File: src/rtl/mem_stage_lsu.sv
// RV32I MEM stage: load/store unit on a req/gnt/rvalid data port, with registered MEM/WB outputs.
// Build option: define LSU_TIMEOUT_EN to abort a transaction stuck for TIMEOUT_CYCLES cycles.
module mem_stage_lsu #(
  parameter int unsigned XLEN           = 32,
  parameter int unsigned ADDR_WIDTH     = 32,
  parameter int unsigned TIMEOUT_CYCLES = 255
) (
  input  logic                  clk,
  input  logic                  rst_n,
  input  logic                  ex_valid_i,
  input  logic                  ex_mem_read_i,
  input  logic                  ex_mem_write_i,
  input  logic [2:0]            ex_funct3_i,
  input  logic [XLEN-1:0]       ex_alu_result_i,
  input  logic [XLEN-1:0]       ex_store_data_i,
  input  logic [4:0]            ex_rd_i,
  input  logic                  ex_reg_write_i,
  output logic                  stall_o,
  output logic                  dmem_req_o,
  output logic                  dmem_we_o,
  output logic [ADDR_WIDTH-1:0] dmem_addr_o,
  output logic [3:0]            dmem_be_o,
  output logic [XLEN-1:0]       dmem_wdata_o,
  input  logic                  dmem_gnt_i,
  input  logic                  dmem_rvalid_i,
  input  logic [XLEN-1:0]       dmem_rdata_i,
  output logic                  wb_valid_o,
  output logic [4:0]            wb_rd_o,
  output logic                  wb_reg_write_o,
  output logic [XLEN-1:0]       wb_data_o,
  output logic                  lsu_err_o
);

  localparam logic [1:0] S_IDLE = 2'd0;
  localparam logic [1:0] S_REQ  = 2'd1;
  localparam logic [1:0] S_WAIT = 2'd2;

  localparam logic [2:0] F3_B  = 3'b000;
  localparam logic [2:0] F3_H  = 3'b001;
  localparam logic [2:0] F3_W  = 3'b010;
  localparam logic [2:0] F3_BU = 3'b100;
  localparam logic [2:0] F3_HU = 3'b101;

  localparam int unsigned TMO_RAW = $clog2(TIMEOUT_CYCLES + 1);
  localparam int unsigned TMO_W   = (TMO_RAW > 8) ? TMO_RAW : 8;

  logic [1:0]            state_q, state_d;
  logic                  stall_c;
  logic                  cap_c;
  logic                  tmo_hit_c;

  // Captured transaction
  logic                  req_we_q;
  logic [ADDR_WIDTH-1:0] req_addr_q;
  logic [3:0]            req_be_q;
  logic [XLEN-1:0]       req_wdata_q;
  logic [2:0]            op_f3_q;
  logic [1:0]            op_off_q;
  logic [4:0]            op_rd_q;
  logic                  op_rw_q;

  // MEM/WB registers
  logic                  wb_valid_q, wb_valid_d;
  logic [4:0]            wb_rd_q, wb_rd_d;
  logic                  wb_rw_q, wb_rw_d;
  logic [XLEN-1:0]       wb_data_q, wb_data_d;
  logic                  wb_err_q, wb_err_d;

  // EX-side decode
  logic                  is_mem_c;
  logic                  illegal_c;
  logic                  misalign_c;
  logic [3:0]            be_c;
  logic [XLEN-1:0]       wdata_c;
  logic [7:0]            ld_byte_c;
  logic [15:0]           ld_half_c;
  logic [XLEN-1:0]       load_data_c;

  assign is_mem_c = ex_mem_read_i | ex_mem_write_i;

  // Legality, alignment and store lane generation for the instruction in EX/MEM
  always_comb begin
    illegal_c  = 1'b0;
    misalign_c = 1'b0;
    be_c       = 4'b1111;
    wdata_c    = ex_store_data_i;
    if (ex_mem_read_i) begin
      illegal_c = (ex_funct3_i == 3'b011) || (ex_funct3_i[2:1] == 2'b11);
    end else if (ex_mem_write_i) begin
      illegal_c = (ex_funct3_i > F3_W);
    end
    case (ex_funct3_i[1:0])
      2'b00: begin
        be_c    = 4'b0001 << ex_alu_result_i[1:0];
        wdata_c = XLEN'({4{ex_store_data_i[7:0]}});
      end
      2'b01: begin
        misalign_c = ex_alu_result_i[0];
        be_c       = ex_alu_result_i[1] ? 4'b1100 : 4'b0011;
        wdata_c    = XLEN'({2{ex_store_data_i[15:0]}});
      end
      default: begin
        misalign_c = |ex_alu_result_i[1:0];
      end
    endcase
  end

  // Load lane extraction and extension
  always_comb begin
    case (op_off_q)
      2'd0:    ld_byte_c = dmem_rdata_i[7:0];
      2'd1:    ld_byte_c = dmem_rdata_i[15:8];
      2'd2:    ld_byte_c = dmem_rdata_i[23:16];
      default: ld_byte_c = dmem_rdata_i[31:24];
    endcase
    ld_half_c = op_off_q[1] ? dmem_rdata_i[31:16] : dmem_rdata_i[15:0];
    case (op_f3_q)
      F3_B:    load_data_c = {{(XLEN-8){ld_byte_c[7]}}, ld_byte_c};
      F3_BU:   load_data_c = {{(XLEN-8){1'b0}}, ld_byte_c};
      F3_H:    load_data_c = {{(XLEN-16){ld_half_c[15]}}, ld_half_c};
      F3_HU:   load_data_c = {{(XLEN-16){1'b0}}, ld_half_c};
      default: load_data_c = dmem_rdata_i;
    endcase
  end

`ifdef LSU_TIMEOUT_EN
  logic [TMO_W-1:0] tmo_cnt_q;

  // Cycles spent in REQ/WAIT for the current transaction
  always_ff @(posedge clk or negedge rst_n) begin
    if (!rst_n) begin
      tmo_cnt_q <= '0;
    end else if (cap_c) begin
      tmo_cnt_q <= '0;
    end else if (state_q != S_IDLE) begin
      tmo_cnt_q <= tmo_cnt_q + TMO_W'(1);
    end
  end

  assign tmo_hit_c = (state_q != S_IDLE) && (tmo_cnt_q == TMO_W'(TIMEOUT_CYCLES - 1));
`else
  logic unused_tmo;
  assign unused_tmo = ^TMO_W'(TIMEOUT_CYCLES);
  assign tmo_hit_c  = 1'b0;
`endif

  // State register
  always_ff @(posedge clk or negedge rst_n) begin
    if (!rst_n) begin
      state_q <= S_IDLE;
    end else begin
      state_q <= state_d;
    end
  end

  // Next state, stall and MEM/WB next values
  always_comb begin
    state_d    = state_q;
    stall_c    = 1'b0;
    cap_c      = 1'b0;
    wb_valid_d = 1'b0;
    wb_err_d   = 1'b0;
    wb_rd_d    = wb_rd_q;
    wb_rw_d    = wb_rw_q;
    wb_data_d  = wb_data_q;
    case (state_q)
      S_IDLE: begin
        if (ex_valid_i) begin
          if (is_mem_c && !illegal_c && !misalign_c) begin
            stall_c = 1'b1;
            cap_c   = 1'b1;
            state_d = S_REQ;
          end else begin
            wb_valid_d = 1'b1;
            wb_rd_d    = ex_rd_i;
            if (is_mem_c) begin
              wb_err_d  = 1'b1;
              wb_rw_d   = 1'b0;
              wb_data_d = '0;
            end else begin
              wb_rw_d   = ex_reg_write_i;
              wb_data_d = ex_alu_result_i;
            end
          end
        end
      end
      S_REQ: begin
        stall_c = 1'b1;
        if (dmem_gnt_i) begin
          if (req_we_q) begin
            stall_c    = 1'b0;
            state_d    = S_IDLE;
            wb_valid_d = 1'b1;
            wb_rd_d    = op_rd_q;
            wb_rw_d    = 1'b0;
          end else begin
            state_d = S_WAIT;
          end
        end else if (tmo_hit_c) begin
          stall_c    = 1'b0;
          state_d    = S_IDLE;
          wb_valid_d = 1'b1;
          wb_err_d   = 1'b1;
          wb_rd_d    = op_rd_q;
          wb_rw_d    = 1'b0;
        end
      end
      S_WAIT: begin
        stall_c = 1'b1;
        if (dmem_rvalid_i) begin
          stall_c    = 1'b0;
          state_d    = S_IDLE;
          wb_valid_d = 1'b1;
          wb_rd_d    = op_rd_q;
          wb_rw_d    = op_rw_q;
          wb_data_d  = load_data_c;
        end else if (tmo_hit_c) begin
          stall_c    = 1'b0;
          state_d    = S_IDLE;
          wb_valid_d = 1'b1;
          wb_err_d   = 1'b1;
          wb_rd_d    = op_rd_q;
          wb_rw_d    = 1'b0;
        end
      end
      default: begin
        state_d = S_IDLE;
      end
    endcase
  end

  // Transaction capture on acceptance of a legal memory op
  always_ff @(posedge clk or negedge rst_n) begin
    if (!rst_n) begin
      req_we_q    <= 1'b0;
      req_addr_q  <= '0;
      req_be_q    <= '0;
      req_wdata_q <= '0;
      op_f3_q     <= '0;
      op_off_q    <= '0;
      op_rd_q     <= '0;
      op_rw_q     <= 1'b0;
    end else if (cap_c) begin
      req_we_q    <= ex_mem_write_i;
      req_addr_q  <= {ex_alu_result_i[ADDR_WIDTH-1:2], 2'b00};
      req_be_q    <= be_c;
      req_wdata_q <= ex_mem_write_i ? wdata_c : '0;
      op_f3_q     <= ex_funct3_i;
      op_off_q    <= ex_alu_result_i[1:0];
      op_rd_q     <= ex_rd_i;
      op_rw_q     <= ex_reg_write_i & ex_mem_read_i;
    end
  end

  // MEM/WB pipeline register
  always_ff @(posedge clk or negedge rst_n) begin
    if (!rst_n) begin
      wb_valid_q <= 1'b0;
      wb_rd_q    <= '0;
      wb_rw_q    <= 1'b0;
      wb_data_q  <= '0;
      wb_err_q   <= 1'b0;
    end else begin
      wb_valid_q <= wb_valid_d;
      wb_rd_q    <= wb_rd_d;
      wb_rw_q    <= wb_rw_d;
      wb_data_q  <= wb_data_d;
      wb_err_q   <= wb_err_d;
    end
  end

  // Stall must release in the same cycle as gnt/rvalid, and drop at once under reset
  assign stall_o        = rst_n & stall_c;
  assign dmem_req_o     = (state_q == S_REQ);
  assign dmem_we_o      = req_we_q;
  assign dmem_addr_o    = req_addr_q;
  assign dmem_be_o      = req_be_q;
  assign dmem_wdata_o   = req_wdata_q;
  assign wb_valid_o     = wb_valid_q;
  assign wb_rd_o        = wb_rd_q;
  assign wb_reg_write_o = wb_rw_q;
  assign wb_data_o      = wb_data_q;
  assign lsu_err_o      = wb_err_q;

endmodule

File: config.mk
export PLATFORM = sky130hd
export DESIGN_NAME = mem_stage_lsu
export DESIGN_NICKNAME = d
export VERILOG_FILES = /design/src/rtl/mem_stage_lsu.sv
export SDC_FILE = /design/constraint.sdc
export NUM_CORES = 1
export LEC_CHECK = 0
export BUFFER_PORTS_ARGS = -buffer_cell sky130_fd_sc_hd__buf_2
export CAP_MARGIN = 20
export CORE_ASPECT_RATIO = 1.5
export CORE_MARGIN = 4
export CORE_UTILIZATION = 50
export CTS_BUF_LIST = sky130_fd_sc_hd__clkbuf_4
export DETAILED_ROUTE_END_ITERATION = 8
export PLACE_DENSITY_LB_ADDON = 0.12
export SKIP_LAST_GASP = 1
export SLEW_MARGIN = 0
export SYNTH_ARGS = -nofsm -noshare
export SYNTH_HDL_FRONTEND = slang
export SYNTH_SLANG_ARGS = --single-unit
File: constraint.sdc
create_clock -name clk -period 2.8 [get_ports clk]
set_input_delay 0.28 -clock clk [delete_from_list [all_inputs] [get_ports clk]]
set_output_delay 0.28 -clock clk [all_outputs]
set_load 0.01 [all_outputs]
==> metrics.yaml <==
final_layout:
  ff_latch_area_um2: 3000
  drive_above_1_share: 0.412
  fin_area_um2: 8220
  multiInputGateArea_um2: 3010
  fillCellCount: 999
  final_cells: 1045
  syn2layout_area_growth_pct: 31.5
  fin_nets: 994
power:
  fin_total_pwr_w: 0.00838
  clockPowerShare: 0.156
  p_leak_nw: 3.93
  switching_share: 0.423
  pwr-share-seq: 0.361
  pwr-share-comb: 0.483
  power.density_nw_per_um2: 1020
  switching_power_w: 0.00355
  ir_drop_mv: 0.509
  internal_power_w: 0.00483
sta:
  worst_pin_slew_ps: 736
  setup_viol: 0
  setup_tns_ps: 0
  fin_crit_ps: 2380
  rsz0062_at_grt: "false"
  max_freq_mhz: 419
  slew_headroom: 0.506
  final-hold-violation-count: 0
  finClkSkew_ps: 22.4
  finalCritPeriodShare: 0.852
  finalMaxSlewViolations: 0
placed_design:
  io_buffer_count: 220
  hpwl_um: 15000
  place_inst: 970
  place_congestion: 0.896
  postPlaceCellArea_um2: 7500
die:
  die_area_um2: 14400
  pin_count: 223
  fp.coreArea_um2: 12100
  fp.dieH_um: 145
  initial_core_util: 0.515
  die_w_um: 99.3
  placementRows: 49
clocking:
  clk_path_buf_depth: 2
  cts_hold_buf: 40
  ctsResizeCount: 0
  root_buffer: "clkbuf_4"
  cts.clk_slew.worst_paths_ps: 130
  cts.sinks: 120
  tritoncts: "yes"
  worstSkewPairLatency_ps: 540
  h-tree-depth: 4
  post_cts_buffers: 0
  numCtsBuffers: 17
setup_path:
  required_ps: 2520
  rr_worst_depth: 4
  critPathKind: "reg2out"
  cp.arrival_ps: 2100
  endpoint_kind: "primary output"
  rr_endpoint: "wb_data_o[15]"
  regToRegSetupSlack_ps: 430
  crit_path_max_fanout: 15
  cp-start-kind: "register"
  r2r_start: "op_off_q[1]"
logic_synthesis:
  syn_area_um2: 6250
  synth_edf_count: 0
  ys_seq_area_frac: 0.480
  synth_common_cells: "120 x dfrtp_1, 116 x o21ai_0, 93 x nand2_1"
  yosysTopAreaCellShare: 0.480
  avgSynthCellArea_um2: 10.0
  synth_area_leaders: "dfrtp_1 48%, mux2_2 15%, o21ai_0 9.3%"
  netlist_instances: 625
  synth_warnings: 0
  synth_top_area_cell: "dfrtp_1"
  synth.most_common_cell: "dfrtp_1"
  ys_types: 44
  async_flop_share: 1.00
  synth.ff_latch_count: 120
  synth_ff_type: "dfrtp_1"
status:
  status: "finished clean"
grt:
  track_usage: 0.282
  grt_pass1_wl_um: 32000
  overflow: 0
  antenna_found_initial: 1
  grt_max_degree: 121
  grt_pass1_vias: 6150
hold_path:
  hold_depth: 3
  holdCritPathClass: "in2reg"
  min_from: "dmem_rdata_i[2]"
  min_to: "wb_data_o[2]"
drt:
  wl_per_cell_um: 19.8
  wl_um: 20700
  drt_iter0_drc: 270
  drc: 0
  ant_nets: 0
  vias: 6073
  dr.pass1.iters: 6
  via_per_inst: 5.81
flow_run:
  cap_viol_max_count: 0
-- worst max-delay path by stage --
stage	startpoint	to	slack, ps	cells after the start
2_1_floorplan	state_q[1]	wb_data_o[19]	830	8
3_3_place_gp	op_off_q[1]	wb_data_o[24]	530	4
3_5_place_dp	op_off_q[1]	wb_data_o[15]	490	4
4_1_cts	state_q[1]	stall_o	380	6
5_1_grt	state_q[0]	stall_o	230	6
6_report	state_q[1]	stall_o	420	6
-- layout make-up --
| cell class | count | share of cell area |
|---|---|---|
| clock inverters | 15 | 0.0206 |
| clock buffers | 17 | 0.0155 |
| well taps | 153 | 0.0233 |
| inverters | 7 | 0.00320 |
| repair buffers | 282 | 0.205 |
| flip-flops and latches | 120 | 0.365 |
| multi-input cells | 450 | 0.366 |
| diodes | 1 | 0.000305 |
-- flip-flops by register name, indices dropped and copies added (netlist names), 2 cells and up --
signal        cells
op_f3_q           3
wb_rd_o           5
wb_data_o        32
op_off_q          2
dmem_wdata_o     32
op_rd_q           5
dmem_be_o         4
dmem_addr_o      30
state_q           2
-- worst max-delay path: stages, from the launching register on --
cell and delay (ps):
dfrtp_1 460, inv_1 100, ha_1 300, buf_4 200
nand3_4 170, a21oi_1 190, buf_2 150
-- per-layer routing --
layer	track usage	vias up	wire, µm
met4	0.115	0	687
met5	0	-	0
met3	0.0778	48	1710
met1	0.306	2965	7260
li1	-	2768	-
met2	0.510	292	11000
-- kinds of logic after synthesis --
kind of cell               synth area share
DFF                                   0.480
and+or+nand+nor                      0.0797
AOI/OAI and AO/OA                     0.216
muxes                                 0.175
buffers and inverters                0.0398
adders and majority gates           0.00801
other                              0.000600
-- layout by cell type, fill, tap and decap left out, types with 2 or more instances in the layout --
| master | n |
|---|---|
| buf_2 | 219 |
| dfrtp_1 | 120 |
| o21ai_0 | 116 |
| nand2_1 | 93 |
| mux2_2 | 82 |
| a21oi_1 | 49 |
| dlygate4sd3_1 | 42 |
| buf_4 | 20 |
| clkbuf_4 | 17 |
| o31ai_1 | 16 |
| mux2i_1 | 12 |
| nor2_1 | 9 |
| a31oi_1 | 8 |
| a21o_1 | 8 |
| inv_1 | 7 |
| o21ai_1 | 7 |
| a222oi_1 | 7 |
| clkinv_4 | 5 |
| nand2b_1 | 4 |
| ha_1 | 4 |
| nand3_1 | 3 |
| nor2b_1 | 3 |
| clkinvlp_4 | 3 |
| inv_6 | 3 |
| a2111o_1 | 2 |
| a32oi_1 | 2 |
| a2111oi_4 | 2 |
| mux2_4 | 2 |
| nor3_1 | 2 |
| conb_1 | 2 |
| bufinv_16 | 2 |
-- power groups by stage --
stage	clock, W	sequential (W)	combinational, W
finish	0.00131	0.00303	0.00404
global route	0.00141	0.00311	0.00440
CTS	0.00133	0.00301	0.00406
detailed placement	0	0.00304	0.00400
global placement	0	0.00301	0.00390
floorplan	0	0.00329	0.00210
-- through the flow --
step,utilization,hold WS [ps],worst slack (ps)
global route,0.677,3.06,230
CTS,0.675,0.338,376
global placement,0.617,482,528
floorplan,-,-15.6,826
finish,0.677,39.1,415
detailed placement,0.618,487,495
Power figures use the tool's default switching activity.
